### config.mk
export PLATFORM = sky130hd
export DESIGN_NAME = f_div_multi
export DESIGN_NICKNAME = d
export VERILOG_FILES = /design/src/rtl/f_div_pkg.sv /design/src/rtl/f_div_chan.sv /design/src/rtl/f_div_multi.sv
export SDC_FILE = /design/constraint.sdc
export NUM_CORES = 1
export LEC_CHECK = 0
export CORE_ASPECT_RATIO = 0.8
export CORE_MARGIN = 2
export CORE_UTILIZATION = 65
export DETAILED_ROUTE_END_ITERATION = 7
export DONT_BUFFER_PORTS = 1
export PLACE_DENSITY = 0.81
export SYNTH_ARGS = -nofsm -noshare
export SYNTH_HDL_FRONTEND = slang
export SYNTH_SLANG_ARGS = --single-unit
### constraint.sdc
create_clock -name clk -period 8.8 [get_ports clk]
set_clock_uncertainty 0.2 [all_clocks]
set_input_delay 1.76 -clock clk [delete_from_list [all_inputs] [get_ports clk]]
set_output_delay 1.76 -clock clk [all_outputs]
set_load 0.005 [all_outputs]
### src/rtl/f_div_pkg.sv
// Shared defaults, button bit-index helpers and saturating ratio arithmetic for f_div_multi.
// Latency: none (constants and pure functions only).
// Backpressure: none.
package f_div_pkg;

  localparam int F_DIV_NCH          = 2;
  localparam int F_DIV_CW           = 16;
  localparam int F_DIV_INIT         = 4;
  localparam int F_DIV_MIN          = 1;
  localparam int F_DIV_MAX          = 1000;
  localparam int F_DIV_STEP         = 1;
  localparam int F_DIV_DEBOUNCE_CYC = 8;

  // Each channel owns two consecutive button bits: up then down.
  localparam int BTN_UP     = 0;
  localparam int BTN_DN     = 1;
  localparam int BTN_PER_CH = 2;

  // Ratio arithmetic is done one bit wider than any supported CW (up to 32),
  // so an add or subtract can never wrap before saturation is applied.
  localparam int SAT_W = 33;
  typedef logic [SAT_W-1:0] sat_t;

  function automatic int btn_up_idx(input int ch);
    return BTN_PER_CH * ch + BTN_UP;
  endfunction

  function automatic int btn_dn_idx(input int ch);
    return BTN_PER_CH * ch + BTN_DN;
  endfunction

  function automatic sat_t sat_add(input sat_t a, input sat_t step, input sat_t hi);
    sat_t s;
    s = a + step;
    return (s > hi) ? hi : s;
  endfunction

  function automatic sat_t sat_sub(input sat_t a, input sat_t step, input sat_t lo);
    return (a >= lo + step) ? (a - step) : lo;
  endfunction

endpackage

### src/rtl/f_div_chan.sv
// One divider channel: button sync/edge detect, pending and active ratio, counter, f_out/tick.
// Latency: pending updates 3 edges after a button rises (+DEBOUNCE_CYC with F_DIV_MULTI_DEBOUNCE_EN); tick is registered.
// Backpressure: none; en=0 freezes the counter and outputs while presses still update pending.
module f_div_chan
  import f_div_pkg::*;
#(
  parameter int CW           = F_DIV_CW,
  parameter int DIV_INIT     = F_DIV_INIT,
  parameter int DIV_MIN      = F_DIV_MIN,
  parameter int DIV_MAX      = F_DIV_MAX,
  parameter int DIV_STEP     = F_DIV_STEP
`ifdef F_DIV_MULTI_DEBOUNCE_EN
  , parameter int DEBOUNCE_CYC = F_DIV_DEBOUNCE_CYC
`endif
) (
  input  logic          clk,
  input  logic          rst,
  input  logic          en,
  input  logic          btn_up,
  input  logic          btn_dn,
  output logic          f_out,
  output logic          tick,
  output logic [CW-1:0] div_val
);

  logic [1:0]    sync1, sync2, lvl, lvl_d, press;
  logic [CW-1:0] pending, pending_nxt, active, cnt;
  sat_t          pend_ext;

  // Two-flop synchronizer on both button bits (bit 0 up, bit 1 down).
  always_ff @(posedge clk or negedge rst) begin
    if (!rst) begin
      sync1 <= '0;
      sync2 <= '0;
    end else begin
      sync1 <= {btn_dn, btn_up};
      sync2 <= sync1;
    end
  end

`ifdef F_DIV_MULTI_DEBOUNCE_EN
  localparam int DW = $clog2(DEBOUNCE_CYC + 1);
  logic [1:0]    deb_lvl;
  logic [DW-1:0] deb_cnt [2];

  // Accept a new synchronized level only after it has persisted DEBOUNCE_CYC cycles.
  always_ff @(posedge clk or negedge rst) begin
    if (!rst) begin
      deb_lvl <= '0;
      for (int b = 0; b < 2; b++) deb_cnt[b] <= '0;
    end else begin
      for (int b = 0; b < 2; b++) begin
        if (sync2[b] == deb_lvl[b]) begin
          deb_cnt[b] <= '0;
        end else if (deb_cnt[b] == DW'(DEBOUNCE_CYC - 1)) begin
          deb_lvl[b] <= sync2[b];
          deb_cnt[b] <= '0;
        end else begin
          deb_cnt[b] <= deb_cnt[b] + DW'(1);
        end
      end
    end
  end

  assign lvl = deb_lvl;
`else
  assign lvl = sync2;
`endif

  // Delayed level for rising-edge detection.
  always_ff @(posedge clk or negedge rst) begin
    if (!rst) lvl_d <= '0;
    else      lvl_d <= lvl;
  end

  assign press    = lvl & ~lvl_d;
  assign pend_ext = sat_t'(pending);

  // Saturating step of the pending ratio; simultaneous up and down cancel.
  always_comb begin
    pending_nxt = pending;
    if (press == 2'b01)
      pending_nxt = CW'(sat_add(pend_ext, sat_t'(DIV_STEP), sat_t'(DIV_MAX)));
    else if (press == 2'b10)
      pending_nxt = CW'(sat_sub(pend_ext, sat_t'(DIV_STEP), sat_t'(DIV_MIN)));
  end

  // Pending ratio register.
  always_ff @(posedge clk or negedge rst) begin
    if (!rst) pending <= CW'(DIV_INIT);
    else      pending <= pending_nxt;
  end

  // Half-period counter; the wrap toggles f_out, pulses tick and adopts the pending ratio.
  always_ff @(posedge clk or negedge rst) begin
    if (!rst) begin
      cnt    <= '0;
      f_out  <= 1'b0;
      tick   <= 1'b0;
      active <= CW'(DIV_INIT);
    end else if (en) begin
      if (cnt == active - CW'(1)) begin
        cnt    <= '0;
        f_out  <= ~f_out;
        tick   <= 1'b1;
        active <= pending;
      end else begin
        cnt  <= cnt + CW'(1);
        tick <= 1'b0;
      end
    end else begin
      tick <= 1'b0;
    end
  end

  assign div_val = active;

endmodule

### src/rtl/f_div_multi.sv
// NCH independent button-adjustable clock dividers (optional debounce: F_DIV_MULTI_DEBOUNCE_EN).
// Latency: ratio change visible on div_val at the first wrap after pending updates (3 edges after press).
// Backpressure: none; en is a global count enable.
module f_div_multi
  import f_div_pkg::*;
#(
  parameter int NCH          = F_DIV_NCH,
  parameter int CW           = F_DIV_CW,
  parameter int DIV_INIT     = F_DIV_INIT,
  parameter int DIV_MIN      = F_DIV_MIN,
  parameter int DIV_MAX      = F_DIV_MAX,
  parameter int DIV_STEP     = F_DIV_STEP,
  parameter int DEBOUNCE_CYC = F_DIV_DEBOUNCE_CYC
) (
  input  logic              clk,
  input  logic              rst,
  input  logic              en,
  input  logic [2*NCH-1:0]  button,
  output logic [NCH-1:0]    f_out,
  output logic [NCH-1:0]    tick,
  output logic [NCH*CW-1:0] div_val
);

  // One self-contained channel per divider.
  for (genvar i = 0; i < NCH; i++) begin : g_chan
    f_div_chan #(
      .CW       (CW),
      .DIV_INIT (DIV_INIT),
      .DIV_MIN  (DIV_MIN),
      .DIV_MAX  (DIV_MAX),
      .DIV_STEP (DIV_STEP)
`ifdef F_DIV_MULTI_DEBOUNCE_EN
      , .DEBOUNCE_CYC (DEBOUNCE_CYC)
`endif
    ) u_chan (
      .clk     (clk),
      .rst     (rst),
      .en      (en),
      .btn_up  (button[btn_up_idx(i)]),
      .btn_dn  (button[btn_dn_idx(i)]),
      .f_out   (f_out[i]),
      .tick    (tick[i]),
      .div_val (div_val[i*CW +: CW])
    );
  end

endmodule

==> results of run 1 <==
## registers in the layout, summed over array words and instances, names as in the netlist
name,count
g_chan.u_chan.div_val,32
g_chan.u_chan.cnt,32
g_chan.u_chan.lvl,4
g_chan.u_chan.lvl_d,4
g_chan.u_chan.tick,2
g_chan.u_chan.sync1,4
g_chan.u_chan.pending,32
g_chan.u_chan.f_out,2
## synthesized netlist by cell type (13+ instances only)
cell	n	area, um^2
xor2_1	34	298
nand2_1	46	173
clkbuf_1	46	173
and3_1	13	81.3
nand4_1	23	144
a21oi_1	32	160
nor3_1	28	140
nor2_1	90	338
nand3_1	34	170
dfrtp_1	108	2700
mux2_2	15	169
xnor2_1	41	359
o21ai_0	38	190
inv_1	20	75.1
nor4_1	17	106
## routing by layer
metal  GRT usage  share of wire  vias to the layer above
li1            -              -                     2917
met1       0.450           0.45                     3094
met2       0.475           0.46                      305
met3      0.0659          0.077                       42
met4       0.108          0.020                        0
met5           0              0                        -
## how the worst min path moves through the flow
stage | depth (start not counted) | slack (ns) | to | from
floorplan | 0 | 0.13 | g_chan[0].u_chan.lvl[0]$_DFF_PN0_ | g_chan[0].u_chan.sync1[0]$_DFF_PN0_
global placement | 0 | 0.13 | g_chan[0].u_chan.lvl[0]$_DFF_PN0_ | g_chan[0].u_chan.sync1[0]$_DFF_PN0_
detailed placement | 0 | 0.14 | g_chan[0].u_chan.lvl[1]$_DFF_PN0_ | g_chan[0].u_chan.sync1[1]$_DFF_PN0_
CTS | 0 | 0.16 | g_chan[0].u_chan.lvl[0]$_DFF_PN0_ | g_chan[0].u_chan.sync1[0]$_DFF_PN0_
global route | 0 | 0.16 | g_chan[1].u_chan.lvl[1]$_DFF_PN0_ | g_chan[1].u_chan.sync1[1]$_DFF_PN0_
finish | 0 | 0.15 | g_chan[0].u_chan.lvl[1]$_DFF_PN0_ | g_chan[0].u_chan.sync1[1]$_DFF_PN0_
## kinds of logic after synthesis
logic type / share of synthesized area
AOI/OAI and AO/OA: 0.163
buffers and inverters: 0.0483
DFF: 0.379
xor gates and xnor gates: 0.0916
adders and majority gates: 0.0202
and+or+nand+nor: 0.238
muxes: 0.0599
## worst register-to-register path: stages, from the launching register on
cell	delay [ns]
dfrtp_1	0.50
or4_4	0.63
o41ai_1	0.46
o21ai_1	0.13
or4_4	0.56
nor4b_4	0.21
buf_4	0.41
mux2_2	0.42
## final cells by class
type | instances | area (um^2)
timing repair buffer | 3 | 22.5
inverter | 21 | 78.8
fill | 848 | 3350
tap | 144 | 180
clock buffer | 9 | 225
multi-input combinational | 630 | 4260
sequential | 112 | 2810
clock inverter | 7 | 51.3
## power breakdown
group | switching, mW | total, mW | internal (mW)
registers | 0.387 | 1.06 | 0.675
logic | 0.667 | 1.19 | 0.521
clock network | 0.197 | 0.392 | 0.195
total | 1.25 | 2.64 | 1.39
==> summary.txt, run 1 <==
Worst setup path
  – R2r setup slk: 5.17 ns
  – Worst path cell trace: or4_4 > o41ai_1 > o21ai_1 > or4_4 > nor4b_4 > buf_4 > mux2_2
  – Critical Path Max Stage Delay: 0.63 ns
  – Crit path depth: 7
  – Crit. End Element: flop
  – Top Family by Delay on Critical Path: simple AND/OR/NAND/NOR gates
  – Most frequent CP cell: or4_4
  – Critical path origin: g_chan[0].u_chan.div_val[5]$_DFFE_PN0P_
  – Reg2Reg Launch Point: g_chan[0].u_chan.div_val[5]$_DFFE_PN0P_
  – Setup CP Type: flop to flop
  – CP arrival: 3.67 ns
  – Type of origin of the critical path: flop
  – Crit Path Max Fanout: 30
  – Reg2Reg Depth: 7
  – Slowest-stage cell, CP: or4_4
  – Critical Path Sink: g_chan[0].u_chan.div_val[15]$_DFFE_PN0P_
  – Worst r2r dst: g_chan[0].u_chan.div_val[15]$_DFFE_PN0P_
  – Req. time, crit path: 8.84 ns
  – CP bufs+invs: 1

Synthesis
  – Synth async-reset ratio: 1.00
  – Synthesis Warnings: 0
  – Post-synth EDFFs: 0
  – Syn_nets: 841
  – Yosys cell types: 82
  – Avg Inst Size Synth: 9.02 um^2
  – Sequential fraction of the synthesis area: 0.379
  – Synthesized area: 0.00741 mm^2
  – Primary FF master, synth: dfrtp_1
  – Yosys reg bits: 112
  – Synth Instances: 822

Pwr
  – Leak: 3.15 nW
  – PwrDens: 347 mW/mm^2
  – Peak supply drop: 0.194 mV
  – Power Total: 2.64 mW

Global routing
  – All-Layer GR Usage: 0.314
  – Grt total ovfl: 0
  – Largest net degree at the start of global routing: 113
  – First-pass GRT wire length: 30.6 mm
  – Number of antenna violations at the first check in global routing: 0
  – Vias in the first global route: 6039

Timing
  – Final Hold Viols: 0
  – Fin crit period: 3.63 ns
  – Final Max Tran Viols: 0
  – Fin crit share: 0.413
  – Final setup TNS: 0 ns
  – F_max: 0.275 GHz
  – Hold Slack: 0.150 ns
  – Setup violators final: 0
  – Worst-margin pin slew: 1.12 ns
  – Slew margin rel.: 0.249
  – RSZ-0062 raised after global routing: false
  – Worst setup margin: 5.17 ns

CTS
  – Hold buffer count at cts: 0
  – # clock sinks: 112
  – CTS tree: yes
  – Postcts setup bufs: 0
  – H-tree depth: 3
  – Num CTS Buffers: 9
  – Clk_lat worst skew: 0.36 ns
  – Reg clk slew, reported paths: 0.08 ns
  – Maximum buffer depth of the clock tree: 2
  – Post_cts resized: 0
  – Root buf cell: clkbuf_16

Min path
  – Hold Crit Class: flop to flop

Floorplan
  – Total die area: 0.0123 mm^2
  – Chip height: 99.5 um
  – Core region area: 0.0110 mm^2
  – Initial core utilization: 0.676
  – Die Wd: 123 um
  – Std cell rows: 34
  – I/O Pins: 43

Placed design
  – Hpwl dp: 12.8 mm
  – RD Place Congestion: 0.940
  – # port buffers: 0
  – Area after DPL: 0.00735 mm^2
  – Cell total after placement: 910
  – Pre-CTS WS: 5.24 ns

Finish
  – Syn-to-layout area delta: 2.82%
  – Most common cell after layout, fill and taps aside: dfrtp_1
  – Non-Filler Instances: 926
  – Final core occ: 0.695
  – Ant diodes: 0
  – Final instance area: 0.00762 mm^2
  – Nets: 796
  – Layout cells sized above 1: 0.0959
  – Most frequent cells in the layout: dfrtp_1 (108), nor2_1 (90), nand2_1 (46)

Routing
  – DRC viols: 0
  – Initial DRC count: 675
  – Final antenna-violating net count: 0
  – DR pass1 iterations: 6
  – Vias per cell: 6.87
  – Final wirelength: 18.2 mm
  – Routed vias: 6358
  – Avg WL per Cell: 19.7 um

Status
  – Status: finished clean

Run
  – Max-cap violations: 0
Note: power is estimated with default switching activity, not from simulation.
==> run 2: changes to the inputs <==
--- a/config.mk
+++ b/config.mk
@@ -7,10 +7,10 @@
 export LEC_CHECK = 0
 export CORE_ASPECT_RATIO = 0.8
 export CORE_MARGIN = 2
-export CORE_UTILIZATION = 65
+export CORE_UTILIZATION = 59
 export DETAILED_ROUTE_END_ITERATION = 7
 export DONT_BUFFER_PORTS = 1
-export PLACE_DENSITY = 0.81
+export PLACE_DENSITY = 0.78
 export SYNTH_ARGS = -nofsm -noshare
 export SYNTH_HDL_FRONTEND = slang
 export SYNTH_SLANG_ARGS = --single-unit
==> constraint.sdc (replaced) <==
create_clock -name clk -period 3.2 [get_ports clk]
set_clock_uncertainty 0.2 [all_clocks]
set_input_delay 0.64 -clock clk [delete_from_list [all_inputs] [get_ports clk]]
set_output_delay 0.64 -clock clk [all_outputs]
set_load 0.005 [all_outputs]
==> run 2 against run 1 <==
  * The run now ends with hold timing left
  * Final cell count increased by 10%
  * First-iteration DRC count shrank 1.9%
  * Utilization decreased by 1.3 points
  * Total power rose to 3.0 times the previous value
  * Die area rose by 9.8%
  * Global-route usage decreased by 3.0 points
  * Count of clock-buffer cells in the layout up 2
  * Sequential cell count unchanged
==> summary.txt, run 2 (synthesis results as in run 1) <==
Status
  – Status: finished with violations
  – Violated checks: hold timing

Routing
  – Avg WL per Cell: 18.5 um (-5.8%)
  – DRC viols: 0 (unchanged)
  – Final wirelength: 18.9 mm (+3.7%)
  – Routed vias: 6601 (+3.8%)
  – DR pass1 iterations: 5 (-1)
  – Initial DRC count: 662 (-1.9%)
  – Final antenna-violating net count: 0 (unchanged)
  – Vias per cell: 6.48 (-5.7%)

Floorplan
  – Die Wd: 129 um (+4.8%)
  – Initial core utilization: 0.607 (-0.0681)
  – Std cell rows: 36 (+5.9%)
  – I/O Pins: 43 (unchanged)
  – Chip height: 104 um (+4.8%)
  – Core region area: 0.0122 mm^2 (+11%)
  – Total die area: 0.0135 mm^2 (+9.8%)

Worst setup path
  – Crit Path Max Fanout: 8 (-73%)
  – Type of origin of the critical path: flop
  – Setup CP Type: flop to flop
  – Crit. End Element: flop
  – Critical Path Max Stage Delay: 0.59 ns (-0.04 ns)
  – Top Family by Delay on Critical Path: simple AND/OR/NAND/NOR gates
  – R2r setup slk: 0.03 ns (-5.14 ns)
  – CP arrival: 3.21 ns (-0.46 ns)
  – Slowest-stage cell, CP: or4_4
  – CP bufs+invs: 3 (+2)
  – Worst path cell trace: or4_4 > buf_4 > nor4_4 > xnor2_1 > or4_4 > nor4b_4 > buf_4 > clkbuf_16 > mux2_4
  – Req. time, crit path: 3.24 ns (-5.60 ns)
  – Reg2Reg Launch Point: g_chan[0].u_chan.div_val[5]$_DFFE_PN0P_
  – Reg2Reg Depth: 9 (+2)
  – Worst r2r dst: g_chan[0].u_chan.div_val[8]$_DFFE_PN0P_

Timing
  – Hold Slack: -0.217 ns (-0.367 ns)
  – Final Hold Viols: 110 (+110)
  – Fin crit share: 0.992 (+0.579)
  – Setup violators final: 0 (unchanged)
  – Final setup TNS: 0 ns (unchanged)
  – RSZ-0062 raised after global routing: true
  – Worst-margin pin slew: 0.697 ns (-0.420 ns)
  – F_max: 0.315 GHz (+14%)
  – Slew margin rel.: 0.531 (+0.282)
  – Final Max Tran Viols: 0 (unchanged)
  – Fin crit period: 3.17 ns (-0.458 ns)

Finish
  – Nets: 862 (+8.3%)
  – Syn-to-layout area delta: 12.1%
  – Most frequent cells in the layout: dfrtp_1 (108), nor2_1 (90), buf_4 (65)
  – Layout cells sized above 1: 0.180 (+0.0845)
  – Ant diodes: 0 (unchanged)
  – Most common cell after layout, fill and taps aside: dfrtp_1
  – Non-Filler Instances: 1019 (+10%)
  – Final instance area: 0.00832 mm^2 (+9.1%)

Pwr
  – Peak supply drop: 0.460 mV (+140%)
  – Leak: 3.50 nW (+11%)
  – PwrDens: 967 mW/mm^2 (+180%)

Global routing
  – First-pass GRT wire length: 31.0 mm (+1.5%)
  – Grt total ovfl: 0 (unchanged)
  – Largest net degree at the start of global routing: 113 (unchanged)
  – All-Layer GR Usage: 0.285 (-0.0298)
  – Vias in the first global route: 6232 (+3.2%)
  – Number of antenna violations at the first check in global routing: 0 (unchanged)

CTS
  – Maximum buffer depth of the clock tree: 2 (unchanged)
  – Clk_lat worst skew: 0.35 ns (about the same)
  – H-tree depth: 3 (unchanged)
  – Reg clk slew, reported paths: 0.08 ns (about the same)
  – CTS tree: yes
  – Num CTS Buffers: 9 (unchanged)
  – Root buf cell: clkbuf_16
  – # clock sinks: 112 (unchanged)

Placed design
  – Cell total after placement: 991 (+8.9%)
  – RD Place Congestion: 0.945 (+0.53%)
  – # port buffers: 0 (unchanged)
  – Area after DPL: 0.00781 mm^2 (+6.3%)
  – Hpwl dp: 13.3 mm (+3.9%)

Run
  – Max-cap violations: 0 (unchanged)

Min path
  – Hold Crit Class: input pin to async pin
==> run 2: cell count changes in the layout (fill, tap and decap cells not counted), moves of 3 or more <==
cell / delta
mux2_1: -3
mux2_4: +4
buf_4: +62
clkinv_2: -3
==> run 2: cell type report <==
class / count / area, um^2
Sequential cell: 112 / 2810
Clock inverter: 5 / 38.8
Multi-Input combinational cell: 630 / 4380
Fill cell: 934 / 3890
Timing Repair Buffer: 69 / 557
Inverter: 21 / 78.8
Clock buffer: 11 / 243
Tap cell: 171 / 214
==> run 2: per-layer routing <==
metal	vias to the layer above	global-route usage	routed length, um
met5	-	0	0
met3	21	0.0556	1190
met4	0	0.0722	201
li1	3056	-	-
met2	274	0.437	8860
met1	3250	0.414	8620
==> run 2: how the worst max path moves through the flow <==
stage	startpoint	to	slack, ns	depth (start not counted)
finish	g_chan[0].u_chan.div_val[5]$_DFFE_PN0P_	g_chan[0].u_chan.div_val[8]$_DFFE_PN0P_	0.03	9
global route	g_chan[0].u_chan.div_val[5]$_DFFE_PN0P_	g_chan[0].u_chan.div_val[9]$_DFFE_PN0P_	-0.02	8
CTS	g_chan[0].u_chan.div_val[8]$_DFFE_PN0P_	g_chan[0].u_chan.div_val[14]$_DFFE_PN0P_	0.003	8
detailed placement	g_chan[0].u_chan.div_val[1]$_DFFE_PN0P_	g_chan[0].u_chan.div_val[15]$_DFFE_PN0P_	-0.11	7
global placement	g_chan[0].u_chan.div_val[1]$_DFFE_PN0P_	g_chan[0].u_chan.div_val[15]$_DFFE_PN0P_	-0.02	7
floorplan	g_chan[0].u_chan.div_val[5]$_DFFE_PN0P_	g_chan[0].u_chan.div_val[10]$_DFFE_PN0P_	0.04	7
==> run 2: where the power goes <==
group | internal, mW | switching, mW
registers | 1.86 | 0.685
logic | 1.97 | 2.44
clock network | 0.557 | 0.529
==> run 2: per-stage QoR <==
step                setup slack [ns]   util  power, mW
floorplan                     0.0353      -       5.28
global placement             -0.0240  0.640       6.40
detailed placement            -0.106  0.640       6.57
CTS                          0.00256  0.674       7.81
global route                 -0.0231  0.681       8.57
finish                        0.0252  0.681       8.04
==> run 2: repair_timing <==
action	in CTS	in global routing
buffers inserted	6	5
pin swaps	7	7
gates resized for setup	11	13
gates cloned	1	0
hold endpoints to repair	112	112
setup endpoints to repair	14	44
==> run 3: changes to the inputs <==
--- a/config.mk
+++ b/config.mk
@@ -5,12 +5,14 @@
 export SDC_FILE = /design/constraint.sdc
 export NUM_CORES = 1
 export LEC_CHECK = 0
+export CELL_PAD_IN_SITES_DETAIL_PLACEMENT = 0
+export CELL_PAD_IN_SITES_GLOBAL_PLACEMENT = 1
 export CORE_ASPECT_RATIO = 0.8
 export CORE_MARGIN = 2
-export CORE_UTILIZATION = 59
+export CORE_UTILIZATION = 45
 export DETAILED_ROUTE_END_ITERATION = 7
 export DONT_BUFFER_PORTS = 1
-export PLACE_DENSITY = 0.78
+export PLACE_DENSITY_LB_ADDON = 0.1
 export SYNTH_ARGS = -nofsm -noshare
 export SYNTH_HDL_FRONTEND = slang
 export SYNTH_SLANG_ARGS = --single-unit
==> run 3 against run 2 <==
  * The flow finishes with violations (hold timing, setup timing)
  * Die area grew 30%
  * Sequential share of layout area fell by 0.52 points
  * Worst setup slack got worse by 0.037 ns
  * First-iteration DRC count up 13%
  * Global-route usage fell by 5.9 points
  * Final cell count up 5.0%
  * Non-clock buffer count up 7
  * Highest routed layer unchanged
  * Register-to-register slack worse by 0.04 ns
  * Sequential power shrank 2%
  * Critical path depth is 1 lower
  * Final area is 1.6% higher
==> summary.txt, run 3 (synthesis results as in run 1) <==
Status
  – Status: finished with violations
  – Violated checks: hold timing, setup timing

Timing
  – Hold Slack: -0.235 ns (-0.0184 ns)
  – Final Max Tran Viols: 0 (unchanged)
  – Slew margin rel.: 0.532 (+0.00129)
  – Worst-margin pin slew: 0.698 ns (+0.000770 ns)
  – Worst setup margin: -0.0118 ns (-0.0370 ns)
  – Fin crit share: 1.00 (+0.0116)
  – Setup violators final: 5 (+5)
  – Final Hold Viols: 110 (unchanged)
  – Fin crit period: 3.21 ns (+0.0370 ns)
  – F_max: 0.311 GHz (-1.2%)
  – RSZ-0062 raised after global routing: true

Floorplan
  – Chip height: 119 um (+14%)
  – Core region area: 0.0160 mm^2 (+31%)
  – Initial core utilization: 0.465 (-0.143)
  – Std cell rows: 41 (+14%)
  – I/O Pins: 43 (unchanged)
  – Die Wd: 148 um (+14%)
  – Total die area: 0.0175 mm^2 (+30%)

Finish
  – Most frequent cells in the layout: dfrtp_1 (107), nor2_1 (90), buf_4 (71)
  – Ant diodes: 0 (unchanged)
  – Nets: 869 (+0.81%)
  – Most common cell after layout, fill and taps aside: dfrtp_1
  – Layout cells sized above 1: 0.185 (+0.00437)
  – Non-Filler Instances: 1070 (+5.0%)
  – Fill cell count: 1434 (+54%)
  – Syn-to-layout area delta: 13.9%
  – Final instance area: 0.00845 mm^2 (+1.6%)

CTS
  – Maximum buffer depth of the clock tree: 2 (unchanged)
  – CTS tree: yes
  – Root buf cell: clkbuf_16
  – H-tree depth: 3 (unchanged)
  – # clock sinks: 112 (unchanged)
  – Reg clk slew, reported paths: 0.08 ns (about the same)
  – Clk_lat worst skew: 0.36 ns (about the same)
  – Num CTS Buffers: 9 (unchanged)

Worst setup path
  – Setup CP Type: flop to flop
  – Crit Path Max Fanout: 8 (unchanged)
  – Reg2Reg Depth: 8 (-1)
  – CP arrival: 3.26 ns (+0.05 ns)
  – Worst r2r dst: g_chan[0].u_chan.div_val[9]$_DFFE_PN0P_
  – R2r setup slk: -0.01 ns (-0.04 ns)
  – Critical path origin: g_chan[0].u_chan.div_val[2]$_DFFE_PN1P_
  – Reg2Reg Launch Point: g_chan[0].u_chan.div_val[2]$_DFFE_PN1P_
  – Crit. End Element: flop
  – Req. time, crit path: 3.25 ns (about the same)
  – Type of origin of the critical path: flop

Routing
  – DR pass1 iterations: 5 (unchanged)
  – Routed vias: 6291 (-4.7%)
  – Avg WL per Cell: 18.0 um (-2.9%)
  – Metal3 WL: 997 um (-16%)
  – Top sig layer: met4
  – Final antenna-violating net count: 0 (unchanged)
  – Initial DRC count: 749 (+13%)
  – DRC viols: 0 (unchanged)
  – Vias per cell: 5.88 (-9.2%)
  – Wire length on met2: 8.28 mm (-6.6%)
  – Final wirelength: 19.2 mm (+1.9%)
  – WL met1: 9.81 mm (+14%)

Min path
  – Hold Crit Class: input pin to async pin

Placed design
  – Pre-CTS WS: 0.00502 ns (+0.111 ns)
  – Cell total after placement: 1047 (+5.7%)
  – Area after DPL: 0.00796 mm^2 (+1.9%)
  – RD Place Congestion: 0.863 (-8.7%)
  – Hpwl dp: 14.0 mm (+5.3%)
  – # port buffers: 0 (unchanged)

Pwr
  – Leak: 3.56 nW (+1.6%)
  – Peak supply drop: 0.339 mV (-26%)
  – PwrDens: 973 mW/mm^2 (+0.65%)

Global routing
  – All-Layer GR Usage: 0.226 (-0.0588)
  – Vias in the first global route: 5992 (-3.9%)
  – Grt total ovfl: 0 (unchanged)
  – First-pass GRT wire length: 32.0 mm (+3.1%)
  – Largest net degree at the start of global routing: 113 (unchanged)
  – Number of antenna violations at the first check in global routing: 0 (unchanged)

Run
  – Max-cap violations: 0 (unchanged)
run 3: worst max-delay path by stage:
stage | end | slack, ns
global route | g_chan[0].u_chan.div_val[3]$_DFFE_PN0P_ | -0.07
finish | g_chan[0].u_chan.div_val[9]$_DFFE_PN0P_ | -0.01
global placement | g_chan[0].u_chan.div_val[15]$_DFFE_PN0P_ | 0.02
CTS | g_chan[0].u_chan.div_val[15]$_DFFE_PN0P_ | 0.02
detailed placement | g_chan[0].u_chan.div_val[15]$_DFFE_PN0P_ | 0.005
floorplan | g_chan[0].u_chan.div_val[10]$_DFFE_PN0P_ | 0.04
run 3: what timing repair did:
item / in CTS / in global routing
pin swaps: 0 / 6
hold endpoints to repair: 112 / 112
cloned: 0 / 1
setup endpoints to repair: 10 / 43
setup buffers: 1 / 5
gates resized for setup: 2 / 15
run 3: final cells by class:
type | count | area [um^2] | area share
sequential | 112 | 2810 | 0.332
multi-input combinational | 630 | 4350 | 0.515
timing repair buffer | 76 | 614 | 0.0727
clock buffer | 10 | 239 | 0.0283
inverter | 21 | 78.8 | 0.00933
clock inverter | 6 | 91.3 | 0.0108
tap | 215 | 269 | 0.0318
run 3: worst max-delay path, stage by stage (launching register included):
cell and delay (ns):
dfstp_2 0.43, or4_4 0.57, nor4_4 0.31, xnor2_2 0.10, or4_4 0.55, nor4b_4 0.28, buf_4 0.19, clkbuf_16 0.17
mux2_4 0.29
run 3: routing by layer:
layer / up-vias / global-route usage
met2: 160 / 0.318
met3: 15 / 0.0406
li1: 3067 / -
met4: 0 / 0.0625
met1: 3049 / 0.351
met5: - / 0
run 3: power breakdown:
part	total (mW)	internal, mW	leakage [nW]	switching, mW
registers	2.49	1.86	1.44	0.629
logic	4.48	2.02	1.96	2.45
clock network	1.25	0.711	0.151	0.543
total	8.22	4.60	3.56	3.63
run 3: per-stage QoR:
| stage | total power, mW | setup TNS, ns | utilization |
|---|---|---|---|
| floorplan | 5.28 | 0 | - |
| global placement | 6.67 | 0 | 0.499 |
| detailed placement | 6.74 | 0 | 0.499 |
| CTS | 8.05 | 0 | 0.521 |
| global route | 8.85 | -0.739 | 0.530 |
| finish | 8.22 | -0.0471 | 0.530 |
